### src/rtl/ir_pulse_timer.sv
// IR receiver front end: synchronises and deglitches IRDA_RXD, times each mark/space
// in microseconds and classifies every completed segment into an NEC symbol code.
module ir_pulse_timer #(
  parameter int CLK_PER_US    = 50,
  parameter int FILTER_CYCLES = 100,
  parameter int LEN_W         = 16,
  parameter int TIMEOUT_US    = 20000
) (
  input  logic             CLOCK_50,
  input  logic             RESET_N,
  input  logic             IRDA_RXD,
  output logic             seg_valid,
  output logic             seg_level,
  output logic [LEN_W-1:0] seg_len,
  output logic             seg_sat,
  output logic             sym_valid,
  output logic [2:0]       sym_code,
  output logic             idle
);

  typedef enum logic [2:0] {
    SYM_ERR          = 3'd0,
    SYM_LEAD_MARK    = 3'd1,
    SYM_LEAD_SPACE   = 3'd2,
    SYM_REPEAT_SPACE = 3'd3,
    SYM_BIT_MARK     = 3'd4,
    SYM_BIT0_SPACE   = 3'd5,
    SYM_BIT1_SPACE   = 3'd6,
    SYM_IDLE         = 3'd7
  } sym_e;

  typedef enum logic [1:0] {
    ST_IDLE  = 2'd0,
    ST_MARK  = 2'd1,
    ST_SPACE = 2'd2
  } state_e;

  localparam int PRE_W = (CLK_PER_US > 1) ? $clog2(CLK_PER_US) : 1;
  localparam int FLT_W = $clog2(FILTER_CYCLES + 1);
  localparam logic [PRE_W-1:0] PRE_LAST    = PRE_W'(CLK_PER_US - 1);
  localparam logic [FLT_W-1:0] FLT_LAST    = FLT_W'(FILTER_CYCLES - 1);
  localparam logic [LEN_W-1:0] LEN_MAX     = {LEN_W{1'b1}};
  localparam logic [LEN_W-1:0] TIMEOUT_LEN = LEN_W'(TIMEOUT_US);

  logic             sync1_q, sync2_q, filt_q, filt_dly_q;
  logic [FLT_W-1:0] flt_cnt_q;
  logic [PRE_W-1:0] pre_q;
  logic [LEN_W-1:0] len_q, len_nx;
  logic             sat_q, sat_nx;
  logic             fall, rise, tick;
  state_e           state_q;

  logic             seg_valid_q, seg_level_q, seg_sat_q, sym_valid_q, idle_q;
  logic [LEN_W-1:0] seg_len_q;
  sym_e             sym_code_q;

  function automatic sym_e classify(input logic lvl, input logic [LEN_W-1:0] len,
                                    input logic sat);
    int unsigned l;
    l = 32'(len);
    classify = SYM_ERR;
    if (!sat) begin
      if (!lvl) begin
        if (l >= 8000 && l <= 10000)    classify = SYM_LEAD_MARK;
        else if (l >= 400 && l <= 700)  classify = SYM_BIT_MARK;
      end else begin
        if (l >= 4000 && l <= 5000)     classify = SYM_LEAD_SPACE;
        else if (l >= 2000 && l <= 2500) classify = SYM_REPEAT_SPACE;
        else if (l >= 400 && l <= 700)  classify = SYM_BIT0_SPACE;
        else if (l >= 1400 && l <= 1900) classify = SYM_BIT1_SPACE;
      end
    end
  endfunction

  // NOTE: the synchroniser and filter reset to 1 so an idle-high line produces no edge at release.
  always_ff @(posedge CLOCK_50 or negedge RESET_N) begin
    if (!RESET_N) begin
      sync1_q    <= 1'b1;
      sync2_q    <= 1'b1;
      filt_q     <= 1'b1;
      filt_dly_q <= 1'b1;
      flt_cnt_q  <= '0;
    end else begin
      // NOTE: non-blocking assignments keep the two synchroniser stages as separate flops.
      sync1_q    <= IRDA_RXD;
      sync2_q    <= sync1_q;
      filt_dly_q <= filt_q;
      if (sync2_q == filt_q) begin
        flt_cnt_q <= '0;
      end else if (flt_cnt_q == FLT_LAST) begin
        filt_q    <= ~filt_q;
        flt_cnt_q <= '0;
      end else begin
        flt_cnt_q <= flt_cnt_q + 1'b1;
      end
    end
  end

  // len_nx already includes the tick of the current cycle, so a captured length is exact
  // for a pulse of whole microseconds.
  always_comb begin
    fall   = filt_dly_q & ~filt_q;
    rise   = ~filt_dly_q & filt_q;
    tick   = (pre_q == PRE_LAST);
    len_nx = len_q;
    sat_nx = sat_q;
    if (tick) begin
      if (len_q == LEN_MAX) sat_nx = 1'b1;
      else                  len_nx = len_q + 1'b1;
    end
  end

  always_ff @(posedge CLOCK_50 or negedge RESET_N) begin
    if (!RESET_N) begin
      pre_q <= '0;
      len_q <= '0;
      sat_q <= 1'b0;
    end else if (fall || rise) begin
      pre_q <= '0;
      len_q <= '0;
      sat_q <= 1'b0;
    end else begin
      pre_q <= tick ? '0 : pre_q + 1'b1;
      len_q <= len_nx;
      sat_q <= sat_nx;
    end
  end

  always_ff @(posedge CLOCK_50 or negedge RESET_N) begin
    if (!RESET_N) begin
      state_q     <= ST_IDLE;
      seg_valid_q <= 1'b0;
      seg_level_q <= 1'b1;
      seg_len_q   <= '0;
      seg_sat_q   <= 1'b0;
      sym_valid_q <= 1'b0;
      sym_code_q  <= SYM_ERR;
      idle_q      <= 1'b0;
    end else begin
      // NOTE: strobes default low every cycle; data outputs hold until the next strobe.
      seg_valid_q <= 1'b0;
      sym_valid_q <= 1'b0;
      idle_q      <= 1'b0;
      case (state_q)
        ST_IDLE: begin
          if (fall) state_q <= ST_MARK;
        end
        ST_MARK: begin
          if (rise) begin
            state_q     <= ST_SPACE;
            seg_valid_q <= 1'b1;
            seg_level_q <= 1'b0;
            seg_len_q   <= len_nx;
            seg_sat_q   <= sat_nx;
            sym_valid_q <= 1'b1;
            sym_code_q  <= classify(1'b0, len_nx, sat_nx);
          end
        end
        ST_SPACE: begin
          // A falling edge takes priority over a timeout landing in the same cycle.
          if (fall) begin
            state_q     <= ST_MARK;
            seg_valid_q <= 1'b1;
            seg_level_q <= 1'b1;
            seg_len_q   <= len_nx;
            seg_sat_q   <= sat_nx;
            sym_valid_q <= 1'b1;
            sym_code_q  <= classify(1'b1, len_nx, sat_nx);
          end else if (len_nx == TIMEOUT_LEN) begin
            state_q     <= ST_IDLE;
            idle_q      <= 1'b1;
            sym_valid_q <= 1'b1;
            sym_code_q  <= SYM_IDLE;
          end
        end
        default: state_q <= ST_IDLE;
      endcase
    end
  end

  assign seg_valid = seg_valid_q;
  assign seg_level = seg_level_q;
  assign seg_len   = seg_len_q;
  assign seg_sat   = seg_sat_q;
  assign sym_valid = sym_valid_q;
  assign sym_code  = sym_code_q;
  assign idle      = idle_q;

endmodule

### config.mk
export PLATFORM = sky130hd
export DESIGN_NAME = ir_pulse_timer
export DESIGN_NICKNAME = d
export VERILOG_FILES = /design/src/rtl/ir_pulse_timer.sv
export SDC_FILE = /design/constraint.sdc
export NUM_CORES = 1
export LEC_CHECK = 0
export ABC_AREA = 1
export ABC_CLOCK_PERIOD_IN_PS = 4200
export CAP_MARGIN = 20
export CORE_ASPECT_RATIO = 0.6
export CORE_MARGIN = 2
export CORE_UTILIZATION = 64
export CTS_BUF_LIST = sky130_fd_sc_hd__clkbuf_8 sky130_fd_sc_hd__clkbuf_16
export CTS_CLUSTER_DIAMETER = 30
export DETAILED_ROUTE_END_ITERATION = 12
export PLACE_DENSITY = 0.88
export SYNTH_ARGS = -nofsm -noshare
export SYNTH_HDL_FRONTEND = slang
export SYNTH_SLANG_ARGS = --single-unit
export TNS_END_PERCENT = 5
### constraint.sdc
create_clock -name CLOCK_50 -period 4.2 [get_ports CLOCK_50]
set_input_delay 0.63 -clock CLOCK_50 [delete_from_list [all_inputs] [get_ports CLOCK_50]]
set_output_delay 0.63 -clock CLOCK_50 [all_outputs]
set_load 0.005 [all_outputs]
Yosys cells after proc, flatten, opt, wreduce, memory -nomap -nowiden
Cells that the tools add are included.
{ "word_totals": {"input_bits": 3, "out_inout_bits": 24, "regBits": 60} }
{ "classes": {"bitwise_logic": 5, "n_reduce_logical": 12, "n_eq_ne": 11, "n_mux": 44, "n_addsub": 3, "magnitude_cmp": 10} }
{ "op_table": {"columns": ["op", "count"], "rows": [
  ["16-bit 2-to-1 mux", 5],
  ["3-bit 2-to-1 mux", 11],
  ["16-bit by 11-bit >= comparator with 1-bit output (second input constant)", 2],
  ["16-bit case mux with 2 select lines", 1],
  ["16-bit by 1-bit adder with 16-bit output (second input constant)", 1],
  ["16-bit by 15-bit == test with 1-bit output (second input constant)", 1],
  ["16-bit == test (second input constant)", 1],
  ["16-bit by 12-bit >= comparator with 1-bit output (second input constant)", 1],
  ["16-bit by 13-bit >= comparator with 1-bit output (second input constant)", 1],
  ["16-bit by 9-bit >= comparator with 1-bit output (second input constant)", 1],
  ["16-bit by 10-bit <= comparator with 1-bit output (second input constant)", 1],
  ["16-bit by 11-bit <= comparator with 1-bit output (second input constant)", 1],
  ["16-bit by 12-bit <= comparator with 1-bit output (second input constant)", 1],
  ["16-bit by 13-bit <= comparator with 1-bit output (second input constant)", 1],
  ["16-bit by 14-bit <= comparator with 1-bit output (second input constant)", 1],
  ["7-bit 2-to-1 mux", 2],
  ["1-bit 2-to-1 mux", 13],
  ["6-bit 2-to-1 mux", 2],
  ["3-bit AND reduction", 3],
  ["2-bit 2-to-1 mux", 4],
  ["1-bit case mux with 2 select lines", 4],
  ["7-bit by 1-bit adder with 7-bit output (second input constant)", 1],
  ["7-bit == test (second input constant)", 1],
  ["6-bit by 1-bit adder with 6-bit output (second input constant)", 1],
  ["other kinds (15)", 24]
]} }

Logic depth before layout (Yosys ltp)
Gate-level depths: netlist of run 1.
{ "logic_depth": {"depth_word": 12, "depth_mapped": 23} }

Worst setup path after synthesis of run 1
OpenSTA, ideal clock, no wires.
{ "synth_timing": {"path_kind": "reg-to-reg", "from": "reg len_q[0]", "to": "reg sym_code_q[1], in the netlist sym_code[1]", "n_path_buf": 0, "setup_ns": 0.116, "setup_slack_ns": 2.031, "arrival_time_ns": 2.052, "stages_incl_launch_ff": 23, "required_time_ns": 4.084, "cell_sequence": "dfrtp_1 > ha_1 > inv_1 > nor2_2 > nand2_2 > nor2_4 > nand2_2 > nand2_1 > nand2_1 > nand2_4 > nand2_2 > inv_2 > nand2_1 > nor2_1 > nand2_1 > nand2_1 > nand2_1 > nand2_1 > nand3_1 > nand2_1 > nand2_1 > nand2_1 > nand2_1"} }
{ "synth_via": {"elab_chain_cells": 12, "elab_cells_between_ends": 34} }
{ "synth_lines": {"columns": ["item", "line_no", "rtl"], "rows": [
  ["from (decl)", "48", "logic [LEN_W-1:0] len_q, len_nx;"],
  ["from (signal assigned)", "124", "len_q <= len_nx;"],
  ["16-bit by 1-bit adder with 16-bit output / 16-bit == test (equally long branches)", "109, 108", null],
  ["16-bit 2-to-1 mux", "108", "if (len_q == LEN_MAX) sat_nx = 1'b1;"],
  ["16-bit 2-to-1 mux", "107", "if (tick) begin"],
  ["16-bit by 11-bit >= comparator with 1-bit output / 16-bit by 11-bit <= comparator with 1-bit output (equally long branches)", "70", "else if (l >= 1400 && l <= 1900) classify = SYM_BIT1_SPACE;"],
  ["1-bit logical AND", "70", null],
  ["3-bit 2-to-1 mux", "70", null],
  ["3-bit 2-to-1 mux", "69", "else if (l >= 400 && l <= 700) classify = SYM_BIT0_SPACE;"],
  ["3-bit 2-to-1 mux", "68", "else if (l >= 2000 && l <= 2500) classify = SYM_REPEAT_SPACE;"],
  ["3-bit 2-to-1 mux", "67", "if (l >= 4000 && l <= 5000) classify = SYM_LEAD_SPACE;"],
  ["3-bit 2-to-1 mux", "62", "if (!sat) begin"],
  ["3-bit 2-to-1 mux", "161", "if (fall) begin"],
  ["3-bit case mux with 2 select lines", "144", "case (state_q)"],
  ["to (signal assigned)", "156", "sym_code_q <= classify(1'b0, len_nx, sat_nx);"],
  ["to (signal assigned)", "168", "sym_code_q <= classify(1'b1, len_nx, sat_nx);"],
  ["to (decl)", "55", "sym_e sym_code_q;"]
]} }
Parallel ways exist; a longest one is shown, timed or not. The select of a mux whose other input is x is not followed.
A chain may end at the register's enable or synchronous reset.

Final worst setup path of run 1
{ "layout_timing": {"from": "reg pre_q[1]", "to": "reg sym_code_q[2], in the netlist sym_code[2]"} }
{ "layout_via": {"elab_chain_cells": 11, "elab_cells_between_ends": 32} }
{ "layout_lines": {"columns": ["item", "line_no", "rtl"], "rows": [
  ["from (decl)", "47", "logic [PRE_W-1:0] pre_q;"],
  ["from (signal assigned)", "123", "pre_q <= tick ? '0 : pre_q + 1'b1;"],
  ["6-bit == test *", "104", "tick = (pre_q == PRE_LAST);"],
  ["16-bit 2-to-1 mux", "107", null],
  ["16-bit by 11-bit >= comparator with 1-bit output / 16-bit by 11-bit <= comparator with 1-bit output (equally long branches)", "70", null],
  ["1-bit logical AND", "70", null],
  ["3-bit 2-to-1 mux", "70", null],
  ["3-bit 2-to-1 mux", "69", null],
  ["3-bit 2-to-1 mux", "68", null],
  ["3-bit 2-to-1 mux", "67", null],
  ["3-bit 2-to-1 mux", "62", null],
  ["3-bit 2-to-1 mux", "161", null],
  ["3-bit case mux with 2 select lines", "144", null]
]} }
Mark *: on every way between the ends. The rest lies on a longest branch, timed or not. The select of a mux whose other input is x is not followed.

==> results list, run 1 <==
- Worst setup path class: register to register
* Cts bufs inserted: 9
- Effective utilization at floorplan: 0.665
* Biggest cell delay along the critical path: 500 ps
- The max-slew violation count is 0.
* Placed wire-length estimate after detailed placement: 7360 µm
- Cell types occupying the most area after synthesis: dfrtp_1, nand2_1, nor2_1, inv_1, nand3_1
- Proportion of synthesized flip-flops having asynchronous set or reset: 1.00
- The die is 102 µm wide.
- Number of non-filler instances in the completed layout: 646
* Setup Viol. Count Final: 0
* Share of power burned in combinational logic: 0.016
* Total track usage: 0.329
* Core Rows: 21
- STA classifies the critical path startpoint as a register.
- Status: finished clean
- CTS sink count: 60
* Via count: 3612
- The analysis attributes to net switching a power of 0.000259 W.
- Sequential element share of the synthesized area: 0.405
* Slowest cell on crit path: nor2_2
* Pin count of the biggest net entering global routing: 35
- In the synthesized netlist, the cells that appear most often are nand2_1, nor2_1, inv_1, dfrtp_1, nand3_1.
- Number of enable flip-flop cells after synthesis: 0
- Die height: 63.1 µm
- On the final layout, the worst clock skew is 9.05 ps.
- Across the run, the number of max-cap violations was 0.
- The share of total power dissipated in sequential elements is 0.489.
- The worst hold path belongs to the class input port to asynchronous set/reset pin.
- Hold buffer count at cts: 0
- The cell area that synthesis handed to floorplanning was 0.00372 mm².
- Counting cells, the worst reg-to-reg path comes to 20.
- Maximum clock frequency: 0.315 GHz
- From synthesis to final layout, the design area changed by 15.0%.
- Setup tns final: 0 ps
- Inserted Diodes: 0
- Wire length reported by the detailed router: 9730 µm
- After synthesis the netlist holds a flip-flop and latch count of 60.
- VDD IR max: 0.196 mV
- Min Clock Period, post-route: 3170 ps
* WL per Instance: 15.1 µm
- Worst flop-to-flop path startpoint: pre_q[1]
- Of the post-synthesis cell area, the dominant cell type holds 0.370.
- Global routing finished with a remaining overflow of 0.
* Longest Clk Path Bufs: 2
- Cell mode on critical path: nand2_1
* Synth unique cells: 35
- The H-tree was split into 3 levels.
* Net count of the finished layout: 575
* Number of warnings printed during yosys synthesis: 0
- Headroom to the max-slew limit came out at 0.412.
- Via count of the first global-routing pass: 3389
- Number of hold violations in the final report: 0
* Area of the die: 0.00646 mm²
- Pre-Repair DR Iteration Count: 7
- The later pin in the worst-skew pair is clocked with a latency of 340 ps.
- Net count after synthesis: 543
- Data on the critical path arrives at its endpoint at 3450 ps.
- Of the total power, the share spent switching nets is 0.217.
- In this run the standard cell core region covers 0.00560 mm².
- After synthesis, the mean cell area works out to 7.04 µm².
* Count of boundary I/O pins: 27
- Most frequently used cell type in the post-synthesis netlist: nand2_1
- PostCTS Resize Cnt: 0
- Post-DR vias/cell: 5.59
* Worst path cell trace: inv_1, ha_1, nand3_1, nor2_2, nand2_1, inv_1, nand3_1, nand2_1, nand2_2, nor2_4, nand2_1, nor2_1, nand3_1, nand2_1, nand2_1, nand2_1, nand3_1, nand2_1, nand2_1, nand2_1
- Pin slew with the least headroom to its limit: 881 ps
* Worst-path fanout max: 14
- Yosys top cell by area: dfrtp_1
- Unrepaired setup endpoints after global routing: no
* DRC Markers: 0
- Count of filler cells inserted in the layout: 444
- The initial antenna violation count came to 0.
- TritonCTS built the clock tree.
* Detail Route Antenna Nets: 0
- Summed over all cells, the static leakage comes to 2.16 nW.
* Top FF cell, synth: dfrtp_1
- In the final routing, the length of wire on met1 measures 4350 µm.
- Final clock period utilization by the worst path: 0.755
* Crit path required time: 4480 ps
- Reg-to-reg critical path endpoint: sym_code[2]
- Placed cell count: 630
* Metal2 WL: 4040 µm
- Post-Route Utilization: 0.765
- The worst setup path is captured at a register.
- Buffer cell driving the clock tree root: clkbuf_8
* Worst-case register-to-register setup slack: 1030 ps
- Internal power comes to 0.000935 W.
- Once the clock tree was built, the setup fixing pass inserted 0 buffers.
- First DRT Iteration DRCs: 324
* Proportion of layout cells with a drive suffix above 1: 0.108
* Reg clk slew, reported paths: 70 ps
- Met3 wire length: 1170 µm
- Pwr/cell area: 279 mW/mm²
- Final-layout worst hold slack: 338 ps
- The congestion estimate from routability-driven global placement came to 0.997.
- Count of port buffers added during placement: 26
- After detailed routing, no signal wire sits above met4.
* First-pass GRT wire length: 16300 µm
* Post-synthesis instance total: 529
- Of the total power, the clock network draws 0.494.
- The design draws 0.00119 W.
==> registers in the layout (all words and copies together) (netlist names) <==
| signal | flops |
|---|---|
| filt_dly_q | 1 |
| filt_q | 1 |
| flt_cnt_q | 7 |
| idle | 1 |
| len_q | 16 |
| pre_q | 6 |
| sat_q | 1 |
| seg_len | 16 |
| seg_level | 1 |
| seg_sat | 1 |
| seg_valid | 1 |
| state_q | 2 |
| sym_code | 3 |
| sym_valid | 1 |
| sync1_q | 1 |
| sync2_q | 1 |
==> critical path: cells and delay by family, from the launching register on <==
kind	cells	cell delay [ps]
flip-flops	1	410
AND/OR/NAND/NOR	17	2330
adder cells (fa/ha/maj)	1	160
buffers and inverters	2	190
==> power groups by stage <==
stage / logic, W / clock network, W / registers [W]
3_5_place_dp: 0.0000205 / 0 / 0.000595
2_1_floorplan: 0.00000549 / 0 / 0.000595
3_3_place_gp: 0.0000197 / 0 / 0.000595
4_1_cts: 0.0000205 / 0.000592 / 0.000584
6_report: 0.0000197 / 0.000590 / 0.000584
5_1_grt: 0.0000233 / 0.000618 / 0.000584
==> cell usage in the layout (no fill, tap or decap), types with 2 or more instances in the layout <==
cell type	count
a21oi_1	12
inv_2	5
nand3_1	46
nand2_2	12
a31oi_1	3
inv_1	65
nand3b_1	4
nand2_1	153
nor2_2	8
buf_4	2
dfstp_2	5
xnor2_1	6
bufinv_16	2
o21ai_1	2
nor2_1	78
o21ai_0	23
clkinv_1	2
clkbuf_8	10
clkinvlp_4	3
ha_1	11
nand3_2	4
nand4_1	7
nor3_1	6
xor2_1	3
dfrtp_1	55
nor2_4	3
clkdlybuf4s50_1	25
==> how the worst max path moves through the flow <==
stage	from	endpoint	slack [ps]	cells past startpoint
finish	pre_q[1]	sym_code[2]	1030	20
global route	pre_q[1]	sym_code[2]	680	20
CTS	pre_q[1]	sym_code[2]	1130	20
detailed placement	pre_q[1]	sym_code[0]	1190	20
global placement	pre_q[1]	sym_code[0]	1240	20
floorplan	len_q[0]	sym_code[1]	2030	22
==> logic make-up (layout without fill, tap and decap cells) <==
kind of cell | Yosys count | after routing | share of synthesized area
AO/OA/AOI/OAI | 45 | 45 | 0.0662
AND/OR/NAND/NOR | 325 | 325 | 0.388
flip-flops | 60 | 60 | 0.405
XOR/XNOR | 9 | 9 | 0.0212
buffers and inverters | 79 | 116 | 0.0830
adder cells (fa/ha/maj) | 11 | 11 | 0.0370
==> metal layers <==
layer / global-route usage / vias to the layer above
met2: 0.449 / 201
li1: - / 1727
met4: 0.102 / 0
met1: 0.500 / 1658
met3: 0.0966 / 26
met5: 0.00855 / -
==> per-stage QoR <==
step	worst slack (ps)	area, µm²
3_5_place_dp	1190	4050
6_report	1030	4280
4_1_cts	1130	4280
2_1_floorplan	2030	3720
5_1_grt	679	4280
3_3_place_gp	1240	4050
==> layout make-up <==
type	instances	area, µm²	share of cell area
Clock buffer	10	138	0.0322
Clock inverter	6	87.6	0.0205
Inverter	72	270	0.0632
Multi-Input combinational cell	390	1910	0.445
Sequential cell	60	1510	0.352
Tap cell	80	100	0.0234
Timing Repair Buffer	28	270	0.0632
(Power assumes the default switching activity.)
==> inputs of run 2 (changes only) <==
ABC_CLOCK_PERIOD_IN_PS = 3000   (was 4200)
CORE_UTILIZATION = 59   (was 64)
PLACE_DENSITY = 0.82   (was 0.88)
clock period = 3 ns   (was 4.2 ns; I/O delays follow)
==> run 2 against run 1 <==
- via count down 2.4%
- sequential power up 40%
- non-clock buffer count up 2
- clock skew up 6.3 ps
- critical path type unchanged
- largest power group is now sequential cells
- fmax up 20%
- clock power up 27%
==> results list, run 2 (synthesis gave the netlist of run 1 again) <==
- Status: finished clean
- Detail Route Antenna Nets: 0 (unchanged)
* Worst-path fanout max: 9 (-5)
* Pin slew with the least headroom to its limit: 920 ps (+38.5 ps)
- Initial antenna violation count: 0 (unchanged)
* Placed cell count: 636 (+0.95%)
- The library cells used most frequently in the layout, excluding fill and tap cells, are nand2_1, nor2_1, inv_1.
* Proportion of layout cells with a drive suffix above 1: 0.116 (+0.00842)
* Slowest cell on crit path: dfrtp_1
* DRC Markers: 0 (unchanged)
- In this run the worst setup path begins at len_q[0].
- The routability congestion estimate was 1.05 (+5.6%).
* Worst-case register-to-register setup slack: 350 ps (-680 ps)
- Clock tree synthesis selected as its root buffer the cell clkbuf_8.
* Die span in x: 107 µm (+4.0%)
- CTS sink count: 60 (unchanged)
- Worst setup path class: register to register
* Path category of the worst min-delay check: input port to asynchronous set/reset pin
* Worst setup endpoint: sym_code[0]
* Post-DR vias/cell: 5.41 (-3.3%)
- The clock-pin slew on the worst setup and hold paths came to 80 ps (about the same).
- First-pass GRT wire length: 15900 µm (-2.6%)
- Commonest non-fill, non-tap cell in the layout: nand2_1
- The remaining global-route overflow is 0 (unchanged).
* Maximum clock frequency: 0.378 GHz (+20%)
* Count of port buffers added during placement: 26 (unchanged)
* Worst flop-to-flop path startpoint: len_q[0]
- The deepest level of the CTS H-tree is 3 (unchanged).
* Core Rows: 22 (+4.8%)
* Pwr/cell area: 373 mW/mm² (+34%)
* Wire length reported by the detailed router: 9190 µm (-5.6%)
- The instance area after placement came to 0.00407 mm² (+0.49%).
* Worst Reg2Reg Path Length in Cells: 18 (-10%)
- The height of the die is 65.5 µm (+3.9%).
* Count of boundary I/O pins: 27 (unchanged)
* TritonCTS clock tree: yes
* Unrepaired setup endpoints after global routing: yes
- The cell area after layout was 0.00428 mm² (about the same).
* Placed wire-length estimate after detailed placement: 6760 µm (-8.2%)
- The via count is 3527 (-2.4%).
- The required time of the critical path came to 3250 ps (-1230 ps).
* Via count of the first global-routing pass: 3255 (-4.0%)
* First DRT Iteration DRCs: 381 (+18%)
* Final clock period utilization by the worst path: 0.882 (+0.127)
* Pin count of the biggest net entering global routing: 61 (+74%)
* Number of non-filler instances in the completed layout: 652 (+0.93%)
* Effective utilization at floorplan: 0.609 (-0.0560)
- The maximum number of buffers from clock root to sink came to 2 (unchanged).
* Biggest cell delay along the critical path: 440 ps (-60 ps)
* Worst Setup End Kind: register
- The most numerous cell type found on the critical path is nand2_1.
- The worst register-to-register path ends at sym_code[0].
- Setup tns final: 0 ps (unchanged)
- Arr. time, crit path: 2900 ps (-550 ps)
* Inserted Diodes: 0 (unchanged)
* Area of the die: 0.00698 mm² (+8.0%)
* Total track usage: 0.299 (-0.0291)
- Startpoint types: register
- Pins Over Slew Limit: 0 (unchanged)
* Leak pwr: 2.16 nW (+0.12%)
- Setup Viol. Count Final: 0 (unchanged)
- Traced cell by cell, the critical path runs through ha_1, nand3_1, nor2_2, nand2_2, nand2_1, nand2_1, o21ai_1, nand2_1, nor2_1, nand3_1, nand3_1, nand2_1, nand2_1, nand2_1, nand3_1, nand2_1, nand2_1, nand2_1.
* Cts bufs inserted: 9 (unchanged)
- Net count of the finished layout: 577 (+0.35%)
* Final-layout worst hold slack: 238 ps (-101 ps)
- The final critical delay including setup and external delays is 2650 ps (-525 ps).
* Clock insertion delay at the later pin of the skew report: 360 ps (+20 ps)
* Pre-Repair DR Iteration Count: 5 (-2)
* Number of hold violations in the final report: 0 (unchanged)
- The area of the core region was 0.00611 mm² (+9.2%).
* Setup skew after layout: 15.3 ps (+6.27 ps)
* Hold buffer count at cts: 0 (unchanged)
* VDD IR max: 0.295 mV (+51%)
- Maximum capacitance violations: 0 (unchanged)
- Worst relative slew slack: 0.386 (-0.0257)
- Synthesis-to-layout area growth: 15.1% (about the same)
- The detail-routed net length per standard cell is 14.1 µm (-6.5%).
-- run 2: metal layers --
| metal | wire, µm | GRT usage | part of all wire |
|---|---|---|---|
| met1 | 4610 | 0.465 | 0.50 |
| met2 | 3520 | 0.409 | 0.38 |
| met3 | 925 | 0.0744 | 0.10 |
| met4 | 126 | 0.0844 | 0.014 |
| met5 | 0 | 0 | 0 |
-- run 2: layout make-up --
class | instances | area, µm²
fill | 533 | 1830
tap | 84 | 105
timing repair buffer | 30 | 285
clock buffer | 10 | 138
inverter | 72 | 270
multi-input combinational | 390 | 1910
sequential | 60 | 1510
clock inverter | 6 | 63.8
-- run 2: per-stage QoR --
step           setup slack, ps   util  total power, W
5_1_grt                  -9.57  0.701         0.00165
3_3_place_gp               458  0.667        0.000860
3_5_place_dp               350  0.667        0.000862
4_1_cts                    302  0.700         0.00160
2_1_floorplan              831      -        0.000840
6_report                   353  0.701         0.00160
-- run 2: worst min-delay path by stage --
stage / endpoint / cells after the start / start / slack, ps
after floorplan: flt_cnt_q[0] / 0 / RESET_N / 150
after global placement: sync2_q / 0 / sync1_q / 350
after detailed placement: sync2_q / 0 / sync1_q / 360
after CTS: pre_q[1] / 2 / RESET_N / 270
after global routing: pre_q[0] / 2 / RESET_N / 300
final: pre_q[4] / 2 / RESET_N / 240
-- run 2: critical path: cells and delay by family, from the launching register on --
kind / cells / cell delay [ps]
AO/OA/AOI/OAI: 1 / 210
adder cells (fa/ha/maj): 1 / 250
flip-flops: 1 / 440
AND/OR/NAND/NOR: 16 / 1620
-- run 2: power by group --
group | internal, W | switching, W | leakage, nW | total, W
logic | 0.00000654 | 0.0000200 | 1.26 | 0.0000265
clock network | 0.000404 | 0.000348 | 0.0983 | 0.000752
registers | 0.000815 | 0.00000349 | 0.805 | 0.000818
-- run 2: what timing repair did --
| action | 4_1_cts | 5_1_grt |
|---|---|---|
| endpoints found under the setup margin | 0 | 3 |
| gates resized for setup | 0 | 4 |
| buffers inserted | 0 | 0 |
